[config.mk]
export PLATFORM = sky130hd
export DESIGN_NAME = vga_sync_generator_flat
export DESIGN_NICKNAME = d
export VERILOG_FILES = /design/src/rtl/vga_sync_generator_pkg.sv /design/src/rtl/vga_sync_generator_if.sv /design/src/rtl/vga_sync_generator_sync_axis_counter.sv /design/src/rtl/vga_sync_generator.sv /design/src/flat_wrapper.sv
export SDC_FILE = /design/constraint.sdc
export NUM_CORES = 1
export LEC_CHECK = 0
export BUFFER_PORTS_ARGS = -buffer_cell sky130_fd_sc_hd__buf_2
export CORE_ASPECT_RATIO = 1.1
export CORE_MARGIN = 4
export CORE_UTILIZATION = 54
export CTS_CLUSTER_SIZE = 25
export DETAILED_ROUTE_END_ITERATION = 8
export PLACE_DENSITY_LB_ADDON = 0.05
export SLEW_MARGIN = 5
export SYNTH_ARGS = -nofsm -noshare
export SYNTH_HDL_FRONTEND = slang
export SYNTH_SLANG_ARGS = --single-unit
[constraint.sdc]
create_clock -name clk -period 3 [get_ports clk]
set_input_delay 0.75 -clock clk [delete_from_list [all_inputs] [get_ports clk]]
set_output_delay 0.75 -clock clk [all_outputs]
set_load 0.05 [all_outputs]
[src/rtl/vga_sync_generator_pkg.sv]
// Shared raster timing definitions: default 640x480@60 constants, totals and axis states.
package video_timing_pkg;

    function automatic int axis_total(int active, int front, int sync, int back);
        return active + front + sync + back;
    endfunction

    localparam int DEF_H_ACTIVE = 640;
    localparam int DEF_H_FRONT  = 16;
    localparam int DEF_H_SYNC   = 96;
    localparam int DEF_H_BACK   = 48;
    localparam int DEF_V_ACTIVE = 480;
    localparam int DEF_V_FRONT  = 10;
    localparam int DEF_V_SYNC   = 2;
    localparam int DEF_V_BACK   = 33;
    localparam int DEF_CW       = 10;

    localparam int DEF_H_TOTAL = axis_total(DEF_H_ACTIVE, DEF_H_FRONT, DEF_H_SYNC, DEF_H_BACK);
    localparam int DEF_V_TOTAL = axis_total(DEF_V_ACTIVE, DEF_V_FRONT, DEF_V_SYNC, DEF_V_BACK);

    typedef enum logic [1:0] {
        AX_ACTIVE = 2'd0,
        AX_FRONT  = 2'd1,
        AX_SYNC   = 2'd2,
        AX_BACK   = 2'd3
    } axis_state_e;

endpackage

[src/rtl/vga_sync_generator_if.sv]
// Raster output bundle: syncs, active-video qualifier, frame marker and coordinates.
interface vga_sync_generator_if #(parameter int CW = 10);
    logic          hsync;
    logic          vsync;
    logic          video_on;
    logic          frame_end;
    logic [CW-1:0] pixel_x;
    logic [CW-1:0] pixel_y;

    modport master (output hsync, vsync, video_on, frame_end, pixel_x, pixel_y);
    modport slave  (input  hsync, vsync, video_on, frame_end, pixel_x, pixel_y);
endinterface

[src/rtl/vga_sync_generator_sync_axis_counter.sv]
// One raster axis: position counter plus ACTIVE/FRONT/SYNC/BACK region tracker.
module sync_axis_counter
    import video_timing_pkg::*;
#(
    parameter int ACTIVE   = DEF_H_ACTIVE,
    parameter int FRONT    = DEF_H_FRONT,
    parameter int SYNC     = DEF_H_SYNC,
    parameter int BACK     = DEF_H_BACK,
    parameter bit SYNC_POL = 1'b0,
    parameter int CW       = DEF_CW
) (
    input  logic          clk,
    input  logic          reset,
    input  logic          advance,
    output logic [CW-1:0] count,
    output logic          sync,
    output logic          active,
    output logic          last
);

    localparam int TOTAL = axis_total(ACTIVE, FRONT, SYNC, BACK);
    localparam logic [CW-1:0] END_ACTIVE = CW'(ACTIVE - 1);
    localparam logic [CW-1:0] END_FRONT  = CW'(ACTIVE + FRONT - 1);
    localparam logic [CW-1:0] END_SYNC   = CW'(ACTIVE + FRONT + SYNC - 1);
    localparam logic [CW-1:0] END_BACK   = CW'(TOTAL - 1);

    axis_state_e   state, state_n;
    logic [CW-1:0] count_n;
    logic          sync_n;
    logic          active_n;

    // Decoded straight from the count register so it lines up with count in the same cycle.
    assign last = (count == END_BACK);

    always_comb begin
        state_n = state;
        count_n = count;
        if (advance) begin
            count_n = last ? '0 : count + 1'b1;
            case (state)
                AX_ACTIVE: if (count == END_ACTIVE) state_n = AX_FRONT;
                AX_FRONT:  if (count == END_FRONT)  state_n = AX_SYNC;
                AX_SYNC:   if (count == END_SYNC)   state_n = AX_BACK;
                AX_BACK:   if (count == END_BACK)   state_n = AX_ACTIVE;
                default:   state_n = AX_BACK;
            endcase
        end
        active_n = (state_n == AX_ACTIVE);
        sync_n   = (state_n == AX_SYNC) ? SYNC_POL : ~SYNC_POL;
    end

    always_ff @(posedge clk or negedge reset) begin
        if (!reset) begin
            state  <= AX_BACK;
            count  <= END_BACK;
            sync   <= ~SYNC_POL;
            active <= 1'b0;
        end else begin
            state  <= state_n;
            count  <= count_n;
            sync   <= sync_n;
            active <= active_n;
        end
    end

endmodule

[src/rtl/vga_sync_generator.sv]
// Raster timing generator: horizontal and vertical axis counters combined into VGA outputs.
module vga_sync_generator
    import video_timing_pkg::*;
#(
    parameter int H_ACTIVE = DEF_H_ACTIVE,
    parameter int H_FRONT  = DEF_H_FRONT,
    parameter int H_SYNC   = DEF_H_SYNC,
    parameter int H_BACK   = DEF_H_BACK,
    parameter int V_ACTIVE = DEF_V_ACTIVE,
    parameter int V_FRONT  = DEF_V_FRONT,
    parameter int V_SYNC   = DEF_V_SYNC,
    parameter int V_BACK   = DEF_V_BACK,
    parameter bit SYNC_POL = 1'b0,
    parameter int CW       = DEF_CW
) (
    input  logic                clk,
    input  logic                reset,
    vga_sync_generator_if.master vga
);

    logic [CW-1:0] h_count, v_count;
    logic          h_sync, v_sync;
    logic          h_active, v_active;
    logic          h_last, v_last;
    logic          running;

    sync_axis_counter #(
        .ACTIVE(H_ACTIVE), .FRONT(H_FRONT), .SYNC(H_SYNC), .BACK(H_BACK),
        .SYNC_POL(SYNC_POL), .CW(CW)
    ) u_h_axis (
        .clk    (clk),
        .reset  (reset),
        .advance(1'b1),
        .count  (h_count),
        .sync   (h_sync),
        .active (h_active),
        .last   (h_last)
    );

    sync_axis_counter #(
        .ACTIVE(V_ACTIVE), .FRONT(V_FRONT), .SYNC(V_SYNC), .BACK(V_BACK),
        .SYNC_POL(SYNC_POL), .CW(CW)
    ) u_v_axis (
        .clk    (clk),
        .reset  (reset),
        .advance(h_last),
        .count  (v_count),
        .sync   (v_sync),
        .active (v_active),
        .last   (v_last)
    );

    // Both counters sit at their maximum while in reset; this keeps frame_end quiet there.
    always_ff @(posedge clk or negedge reset) begin
        if (!reset) running <= 1'b0;
        else        running <= 1'b1;
    end

    assign vga.pixel_x   = h_count;
    assign vga.pixel_y   = v_count;
    assign vga.hsync     = h_sync;
    assign vga.vsync     = v_sync;
    assign vga.video_on  = h_active & v_active;
    assign vga.frame_end = h_last & v_last & running;

endmodule

[src/flat_wrapper.sv]
// flat-port wrapper written by rule: the top's interface ports become plain ports
module vga_sync_generator_flat import video_timing_pkg::*;
#(
    parameter int H_ACTIVE = DEF_H_ACTIVE,
    parameter int H_FRONT  = DEF_H_FRONT,
    parameter int H_SYNC   = DEF_H_SYNC,
    parameter int H_BACK   = DEF_H_BACK,
    parameter int V_ACTIVE = DEF_V_ACTIVE,
    parameter int V_FRONT  = DEF_V_FRONT,
    parameter int V_SYNC   = DEF_V_SYNC,
    parameter int V_BACK   = DEF_V_BACK,
    parameter bit SYNC_POL = 1'b0,
    parameter int CW       = DEF_CW
)
  (clk, reset, vga_hsync, vga_vsync, vga_video_on, vga_frame_end, vga_pixel_x, vga_pixel_y);
  vga_sync_generator_if #(.CW(CW)) vga_i ();
  input  logic clk;
  input  logic reset;
  output wire logic [$bits(vga_i.hsync)-1:0] vga_hsync;
  output wire logic [$bits(vga_i.vsync)-1:0] vga_vsync;
  output wire logic [$bits(vga_i.video_on)-1:0] vga_video_on;
  output wire logic [$bits(vga_i.frame_end)-1:0] vga_frame_end;
  output wire logic [$bits(vga_i.pixel_x)-1:0] vga_pixel_x;
  output wire logic [$bits(vga_i.pixel_y)-1:0] vga_pixel_y;
  assign vga_hsync = vga_i.hsync;
  assign vga_vsync = vga_i.vsync;
  assign vga_video_on = vga_i.video_on;
  assign vga_frame_end = vga_i.frame_end;
  assign vga_pixel_x = vga_i.pixel_x;
  assign vga_pixel_y = vga_i.pixel_y;
  vga_sync_generator #(.H_ACTIVE(H_ACTIVE), .H_FRONT(H_FRONT), .H_SYNC(H_SYNC), .H_BACK(H_BACK), .V_ACTIVE(V_ACTIVE), .V_FRONT(V_FRONT), .V_SYNC(V_SYNC), .V_BACK(V_BACK), .SYNC_POL(SYNC_POL), .CW(CW)) u_core (.clk(clk), .reset(reset), .vga(vga_i));
endmodule
==> results.yml <==
yosys:
  ys_warn_count: 0
  synth_area_per_cell_um2: 10.5
  synth_ff_type: "dfstp_2"
  syn-cell-area_um2: 1490
  synth_most_common_cell: "dfstp_2"
  syn_nets: 148
  yosysSeqAreaShare_pct: 50.0
  synth_common_cells: "dfstp_2 (16), dfrtp_1 (13), nand3_1 (13)"
  synth-seq-cells: 29
  ys_types: 44
  synth-edff-count: 0
  synthCells: 142
  async_flop_share_pct: 100
  synth_top_area_share_pct: 28.2
  yosysTopAreaCell: "dfstp_2"
  synth_area_leaders: "dfstp_2 (28%), dfrtp_1 (22%), nand3_1 (4.4%), xor2_1 (4.1%), ha_1 (3.4%)"
clocking:
  htree_levels: 2
  post_cts_resized: 0
  cts_setup_buffers: 0
  cts_root_buf: "clkbuf_4"
  clk_pin_slew_ns: 0.10
  holdBufCountCts: 0
  cts_tree: "built"
  cts-buffers-inserted: 5
  clkLatencyLatePin_ns: 0.33
  clock-sinks: 29
  clock_path_buffers: 2
placement:
  dp.final_hpwl_um: 2240
  dpl_cell_area_um2: 1650
  portBuffers: 25
  place_congestion: 0.809
floorplanning:
  rows: 19
  die_x_um: 58.1
  num_io_pins: 26
  die_area_um2: 3660
  chipHeight_um: 63.1
  start_util_pct: 58.0
  fp.coreArea_um2: 2570
power_and_ir_drop:
  pwr-share-comb_pct: 1.2
  leakagePower_nw: 0.767
  p_sw_uw: 144
  swShare_pct: 21.4
  p_int_uw: 529
  power.density_nw_per_um2: 392
  seqPwrFrac_pct: 58.4
  peakVddDrop_mv: 0.364
  p_clk_share_pct: 40.5
grt:
  grt_pass1_vias: 1125
  grt_overflow_total: 0
  grt_start_max_net_pins: 30
  track_usage_pct: 19.4
  antenna_found_initial: 0
  grt_pass1_wl_um: 5380
timing:
  worstMarginPinSlew_ns: 0.631
  setup-tns-final_ns: 0
  setup_violations: 0
  slew_violations: 0
  fmax_ghz: 0.357
  finalHoldViolations: 0
  finalCriticalPeriod_ns: 2.80
  clock_skew_ns: 0.0110
  period_share_pct: 93.4
  slew_headroom_pct: 57.9
  rsz0062_at_grt: "false"
flow_run:
  maxCapViolations: 0
route:
  viasPerCell: 6.06
  dr.pass1.iters: 4
  vias: 1231
  met3_length_um: 224
  ant_nets: 0
  met1_length_um: 1420
  drc: 0
  drtIter0Drc: 53
  wl_met2_um: 1560
  wl_um: 3260
  detail_route.wl_per_cell_um: 16.0
  top_layer: "met4"
run_status:
  status: "completed"
setup_path:
  cp.arrival_ns: 2.05
  path_max_fanout: 8
  worstSetupPathType: "reg -> out"
  start_kind: "register"
  cp-end-kind: "output pin"
  worstPathRequired_ns: 2.25
cells_and_area:
  syn_to_final_growth_pct: 15.1
  n_antenna_cell: 0
  fin_area_um2: 1720
  fin_nets: 177
  drive_gt1_share_pct: 33.7
hold_path:
  hp-class: "in -> async"
==> area by class of cell <==
| cell class | instances | area, um^2 |
|---|---|---|
| well taps | 31 | 38.8 |
| fillers | 223 | 852 |
| repair buffers | 27 | 140 |
| clock buffers | 7 | 65.1 |
| flip-flops and latches | 29 | 746 |
| inverters | 2 | 7.51 |
| multi-input cells | 106 | 713 |
| clock inverters | 1 | 5.00 |
==> kinds of logic after synthesis <==
group	count (synthesis)	synth area share [%]
buffers and inverters	7	2.10
flip-flops	29	50.0
adder cells (fa/ha/maj)	4	3.36
XOR/XNOR	11	6.46
AND/OR/NAND/NOR	63	25.1
other	1	0.252
AO/OA/AOI/OAI	26	11.9
multiplexers	1	0.756
==> through the flow <==
stage / std cells / power [mW] / util [%] / hold WS (ns) / setup slack (ns)
3_3_place_gp: 195 / 0.407 / 64.1 / 0.500 / 0.615
3_5_place_dp: 195 / 0.408 / 64.1 / 0.500 / 0.592
2_1_floorplan: 142 / 0.400 / - / 0.454 / 0.239
5_1_grt: 203 / 0.707 / 66.8 / 0.462 / 0.113
6_report: 203 / 0.673 / 66.8 / 0.428 / 0.199
4_1_cts: 203 / 0.681 / 66.8 / 0.435 / 0.206
==> sequential cells by signal (all words and copies together), names as in the netlist <==
signal / count
u_core.running: 1
u_core.u_h_axis.active: 1
u_core.u_h_axis.count: 10
u_core.u_h_axis.state: 2
u_core.u_h_axis.sync: 1
u_core.u_v_axis.active: 1
u_core.u_v_axis.count: 10
u_core.u_v_axis.state: 2
u_core.u_v_axis.sync: 1
==> layout by cell type, fill, tap and decap left out, types with 3 or more instances in the layout <==
| cell type | count |
|---|---|
| buf_2 | 25 |
| dfstp_2 | 16 |
| nand3_1 | 13 |
| dfrtp_1 | 13 |
| nor2_1 | 12 |
| nand2_1 | 9 |
| o21ai_0 | 9 |
| xor2_1 | 7 |
| and3_1 | 5 |
| a31oi_1 | 5 |
| clkbuf_4 | 5 |
| xnor2_1 | 4 |
| ha_1 | 4 |
| and2_1 | 3 |
==> per-layer routing <==
| metal | vias up | track usage, % |
|---|---|---|
| li1 | 576 | - |
| met1 | 607 | 24.9 |
| met2 | 42 | 30.1 |
| met3 | 6 | 5.92 |
| met4 | 0 | 7.83 |
| met5 | - | 0 |
==> worst paths after layout <==
path	slack, ns	end	cells after the start	startpoint
min reg2reg	0.52	u_core.u_v_axis.count[9]$_DFFE_PN1N_	2	u_core.u_v_axis.count[9]$_DFFE_PN1N_
max reg2reg	0.94	u_core.u_v_axis.count[8]$_DFFE_PN0N_	7	u_core.u_h_axis.count[0]$_DFF_PN1_
max	0.20	vga_frame_end	4	u_core.u_v_axis.count[5]$_DFFE_PN0N_
max in group asynchronous	2.16	u_core.running$_DFF_PN0_	1	reset
min in group clk	0.52	u_core.u_v_axis.count[9]$_DFFE_PN1N_	2	u_core.u_v_axis.count[9]$_DFFE_PN1N_
min	0.43	u_core.u_v_axis.count[8]$_DFFE_PN0N_	1	reset
==> critical path: stages, from the launching register on <==
cell and delay, ns:
dfrtp_1 0.47, or4_4 0.59, nor4_4 0.18, and3_2 0.22, buf_2 0.25
==> power groups by stage <==
stage	Sequential (mW)	Combinational, mW	Clock [mW]
5_1_grt	0.393	0.00967	0.304
4_1_cts	0.393	0.00834	0.280
3_5_place_dp	0.399	0.00839	0
6_report	0.393	0.00779	0.272
2_1_floorplan	0.399	0.000117	0
3_3_place_gp	0.399	0.00785	0
(Power assumes the default switching activity.)
